$ cat src/rtl/processador_pkg.sv
// Shared definitions for the uniciclo processor: opcodes, instruction field
// positions and the fetch-stage state encoding.
package processador_pkg;

  localparam logic [2:0] OP_ADD  = 3'd0;
  localparam logic [2:0] OP_ADDI = 3'd1;
  localparam logic [2:0] OP_BEQ  = 3'd2;
  localparam logic [2:0] OP_LW   = 3'd3;
  localparam logic [2:0] OP_SW   = 3'd4;
  localparam logic [2:0] OP_J    = 3'd5;
  localparam logic [2:0] OP_MUL  = 3'd6;

  localparam int OP_MSB   = 15;
  localparam int OP_LSB   = 13;
  localparam int RS_MSB   = 12;
  localparam int RS_LSB   = 10;
  localparam int RT_MSB   = 9;
  localparam int RT_LSB   = 7;
  localparam int RD_MSB   = 6;
  localparam int RD_LSB   = 4;
  localparam int IMM_MSB  = 6;
  localparam int IMM_LSB  = 0;
  localparam int HALT_BIT = 0;

  typedef enum logic [1:0] {
    ST_LOAD   = 2'd0,
    ST_RUN    = 2'd1,
    ST_HALTED = 2'd2
  } estado_t;

endpackage

$ cat src/rtl/memoria_instrucoes.sv
// Instruction memory: one synchronous write port, one asynchronous read port.
// Contents are never reset.
module memoria_instrucoes #(
  parameter int ADDR_W  = 8,
  parameter int INSTR_W = 16
) (
  input  logic               clock,
  input  logic               we,
  input  logic [ADDR_W-1:0]  waddr,
  input  logic [INSTR_W-1:0] wdata,
  input  logic [ADDR_W-1:0]  raddr,
  output logic [INSTR_W-1:0] rdata
);

  logic [INSTR_W-1:0] mem [2**ADDR_W];

  always_ff @(posedge clock) begin
    if (we) mem[waddr] <= wdata;
  end

  assign rdata = mem[raddr];

endmodule

$ cat src/rtl/busca_instrucao.sv
// Instruction-fetch stage: program counter, loadable instruction memory,
// LOAD/RUN/HALTED control and a saturating retired-instruction counter.
module busca_instrucao
  import processador_pkg::*;
#(
  parameter int ADDR_W  = 8,
  parameter int INSTR_W = 16
) (
  input  logic               clock,
  input  logic               reset,
  input  logic               start,
  input  logic               prog_we,
  input  logic [ADDR_W-1:0]  prog_addr,
  input  logic [INSTR_W-1:0] prog_data,
  input  logic               jump,
  input  logic               beq,
  input  logic               halt,
  input  logic               zero,
  output logic [INSTR_W-1:0] instrucao,
  output logic [2:0]         OPcode,
  output logic               bit_menos_sig,
  output logic [ADDR_W-1:0]  pc,
  output logic               executando,
  output logic               parado,
  output logic [15:0]        contador_instrucoes
);

  estado_t           estado;
  logic [ADDR_W-1:0] pc_next;
  logic              mem_we;

  function automatic logic [15:0] sat_inc(input logic [15:0] v);
    return (v == 16'hFFFF) ? v : v + 16'd1;
  endfunction

  // imm7 sign-extended to the PC width; the offset then wraps with the PC.
  function automatic logic [ADDR_W-1:0] sext_imm(input logic [6:0] imm);
    return {{(ADDR_W-7){imm[6]}}, imm};
  endfunction

  // Reset also blocks the write so a reset edge never corrupts the program.
  assign mem_we = prog_we && (estado == ST_LOAD) && !reset;

  memoria_instrucoes #(
    .ADDR_W  (ADDR_W),
    .INSTR_W (INSTR_W)
  ) u_mem (
    .clock (clock),
    .we    (mem_we),
    .waddr (prog_addr),
    .wdata (prog_data),
    .raddr (pc),
    .rdata (instrucao)
  );

  assign OPcode        = instrucao[OP_MSB:OP_LSB];
  assign bit_menos_sig = instrucao[HALT_BIT];
  assign executando    = (estado == ST_RUN);
  assign parado        = (estado == ST_HALTED);

  always_comb begin
    pc_next = pc + ADDR_W'(1);
    if (jump)
      pc_next = instrucao[ADDR_W-1:0];
    else if (beq && zero)
      pc_next = pc + ADDR_W'(1) + sext_imm(instrucao[IMM_MSB:IMM_LSB]);
  end

  always_ff @(posedge clock) begin
    if (reset) begin
      estado              <= ST_LOAD;
      pc                  <= '0;
      contador_instrucoes <= '0;
    end else begin
      case (estado)
        ST_LOAD: begin
          if (start) estado <= ST_RUN;
        end
        ST_RUN: begin
          contador_instrucoes <= sat_inc(contador_instrucoes);
          if (halt) estado <= ST_HALTED;
          else      pc     <= pc_next;
        end
        ST_HALTED: ;
        default: estado <= ST_LOAD;
      endcase
    end
  end

endmodule
$ cat config.mk
export PLATFORM = sky130hd
export DESIGN_NAME = busca_instrucao
export DESIGN_NICKNAME = d
export VERILOG_FILES = /design/src/rtl/processador_pkg.sv /design/src/rtl/memoria_instrucoes.sv /design/src/rtl/busca_instrucao.sv
export SDC_FILE = /design/constraint.sdc
export NUM_CORES = 2
export LEC_CHECK = 0
export CAP_MARGIN = 20
export CORE_ASPECT_RATIO = 2
export CORE_MARGIN = 2
export CORE_UTILIZATION = 40
export DETAILED_ROUTE_END_ITERATION = 8
export GPL_TIMING_DRIVEN = 0
export PLACE_DENSITY = 0.55
export REMOVE_ABC_BUFFERS = 1
export SYNTH_ARGS = -nofsm -noshare
export SYNTH_HDL_FRONTEND = slang
export SYNTH_SLANG_ARGS = --single-unit
export TNS_END_PERCENT = 1
$ cat constraint.sdc
create_clock -name clock -period 4.1 [get_ports clock]
set_input_delay 0.82 -clock clock [delete_from_list [all_inputs] [get_ports clock]]
set_output_delay 0.82 -clock clock [all_outputs]
set_load 0.02 [all_outputs]
==> results.cfg <==
[final_layout]
drive_above_1_share_pct = 36.6
nNetsFinal = 7101
fin_area_um2 = 187000
areaGrowthSynthToFinish_pct = 17.9

[route]
drc_errors = 0
postRouteAntennaNets = 0
firstDrtPassIters = 5
vias = 72729
wire_per_inst_um = 34.9
drt-initial-drc-count = 7730
wl_um = 441000
via_per_inst = 5.76

[sta]
skew_ns = 0.0572
tns_ns = -64.03
worstMarginPinSlew_ns = 1.13
fmaxAchievable_mhz = 168
slew_viol_final = 0
maxSlewHeadroom_pct = 24.1
post-route-period-util_pct = 145
fin_crit_ns = 5.95
hold_viol_final = 0
fin_ws_ns = -1.85
setup_viol = 157
grt_setup_unrepaired = true

[floorplanning]
pin_count = 78
core_um2 = 394000
die_w_um = 449
rows = 326
start_util_pct = 40.2
die_height_um = 894
dieArea_um2 = 401000

[synth]
syn-cell-area_um2 = 158000
synth_flop_cell = edfxtp_1
yosysWarningCount = 0
yosysTopAreaCell = edfxtp_1
syn-instance-count = 6462
synth_area_per_cell_um2 = 24.5
synth_area_leaders = edfxtp_1 78%, mux4_2 19%, nor2_1 0.72%, dfxtp_1 0.43%, clkbuf_1 0.37%
synth_cell_types = 53
yosys_register_bits = 4130
synth_top_area_share_pct = 77.7
ys_async_sr_fraction_pct = 0
synth_edf_count = 4096
synthTopCellsByCount = 4096 x edfxtp_1, 1306 x mux4_2, 303 x nor2_1, 157 x clkbuf_1, 88 x buf_2
yosysMostFrequentCell = edfxtp_1
yosysSeqAreaShare_pct = 78.1

[global_route]
grt_pass1_wl_um = 613000
grt_use_total_pct = 21.8
grt_pass1_vias = 76735
overflow = 0
antenna_found_initial = 27
grt_max_degree = 171

[clock_network]
cts_inserted_buffers = 348
clockBufferDepth = 4
ctsHtreeMaxLevel = 5
clock-sinks = 4130
insertion_delay_ns = 0.94
clk_pin_slew_ns = 0.07
root_buffer = clkbuf_16
cts_hold_buffers = 0
cts_tree = yes

[setup_path]
cp-end-kind = output pin
path_class = reg2out
critPathMaxFanout = 8
critPathLaunchType = flop
critical-path-max-stage-delay_ns = 0.75
r2r_cells = 22
crit_top_cell = buf_16
rrSetupSlack_ns = -1.69
path_cells = buf_16, buf_16, buf_16, buf_16, buf_16, buf_12, mux4_2, mux4_2, mux4_2, a22oi_2, nand2_2, buf_6
cp.arrival_ns = 5.13
crit_required_ns = 3.28
cp_slowest_cell = a22oi_2

[pwr]
p_leak_nw = 55.8
p_per_area_nw_per_um2 = 456
finalPower_w = 0.0851
vdd_drop_max_mv = 0.325

[run]
drv_cap = 0

[hold_path]
min_from = prog_data[10]
hold_path.class = in2reg
min_to = u_mem.mem[8][10]
hold_depth = 1

[placed_design]
place_ws_ns = -3.84
port_buffers = 77
routabilityCongestion = 0.787
hpwlAfterDp_um = 271000
dpl_cell_area_um2 = 172000

[outcome]
status = complete, but fails checks
violations = negative setup slack
==> how the worst max path moves through the flow <==
stage | startpoint | to
4_1_cts | flop | instrucao[2]
6_report | flop | instrucao[4]
2_1_floorplan | flop | flop
3_3_place_gp | flop | flop
5_1_grt | flop | flop
3_5_place_dp | flop | flop
==> state kept, by name, summed over array words and instances, names as in the netlist, named ones only <==
name                 cells
contador_instrucoes     16
estado                   2
pc                       8
u_mem.mem             4096
==> layout make-up <==
class                   instances  area [um2]
flip-flops and latches       4130      124000
well taps                    5248        6570
repair inverters                2        17.5
multi-input cells            1963       34000
fillers                     31824      207000
diodes                         43         108
clock inverters               212        2040
inverters                      16        80.1
repair buffers                598       11200
clock buffers                 405        8990
==> timing repair <==
| item | 4_1_cts | 5_1_grt |
|---|---|---|
| endpoints found under the setup margin | 1140 | 289 |
| pin swaps | 25 | 15 |
| resized for setup | 207 | 18 |
| cloned | 69 | 0 |
| buffers inserted | 88 | 6 |
==> power breakdown <==
group	total (W)	leakage, nW	internal (W)	switching (W)
Sequential	0.0464	37.1	0.0464	0.0000327
Combinational	0.00531	13.3	0.00227	0.00304
Clock	0.0333	5.39	0.0182	0.0152
==> cells in the final DEF, fill, tap and decap left out, types with 10 or more instances in the layout <==
master / n
dfxtp_1: 27
nand3_1: 20
a21oi_1: 25
buf_6: 21
a22oi_1: 39
buf_4: 68
xnor2_1: 10
clkinv_1: 95
buf_16: 176
nand2_2: 18
a22oi_2: 10
nor2b_1: 21
buf_8: 209
bufinv_16: 39
clkinv_2: 54
nor2_2: 244
nand2_1: 43
diode_2: 43
nor3_1: 10
buf_12: 33
bufbuf_16: 42
edfxtp_1: 4096
mux2_2: 12
a21oi_2: 10
nor2_4: 14
nor2_1: 45
clkbuf_1: 54
clkbuf_16: 351
xor2_1: 14
mux2i_1: 12
inv_6: 10
mux4_2: 1306
clkdlybuf4s50_1: 40
inv_1: 12
==> cells by family (layout without fill, tap and decap cells) <==
| family | after synthesis | count (layout) | share of synthesized area, % |
|---|---|---|---|
| buffers and inverters | 369 | 1233 | 1.15 |
| XOR/XNOR | 24 | 24 | 0.133 |
| flip-flops | 4130 | 4130 | 78.1 |
| other | 0 | 43 | 0 |
| AND/OR/NAND/NOR | 460 | 460 | 1.22 |
| adder cells (fa/ha/maj) | 10 | 10 | 0.0837 |
| AO/OA/AOI/OAI | 138 | 138 | 0.589 |
| multiplexers | 1331 | 1331 | 18.7 |
==> routing by layer <==
| metal | GRT usage, % | share of wire (%) | up-vias |
|---|---|---|---|
| li1 | - | - | 29185 |
| met1 | 24.9 | 35 | 40496 |
| met2 | 40.9 | 56 | 2399 |
| met3 | 2.71 | 4.8 | 645 |
| met4 | 9.28 | 4.5 | 4 |
| met5 | 0 | 0.0061 | - |
==> critical path: cells and delay by family, from the launching register on <==
kind / cells / cell delay [ns]
simple gates: 1 / 0.26
compound gates: 1 / 0.75
flops: 1 / 0.41
mux: 3 / 1.68
buf+inv: 7 / 1.04
==> through the flow <==
| step | cells | utilization, % | hold slack, ns |
|---|---|---|---|
| floorplan | 6109 | - | 0.427 |
| global placement | 11434 | 41.6 | 0.446 |
| detailed placement | 11792 | 43.7 | 0.490 |
| CTS | 12566 | 47.3 | 0.100 |
| global route | 12605 | 47.4 | 0.174 |
| finish | 12617 | 47.4 | 0.189 |
Note: power is estimated with default switching activity, not from simulation.
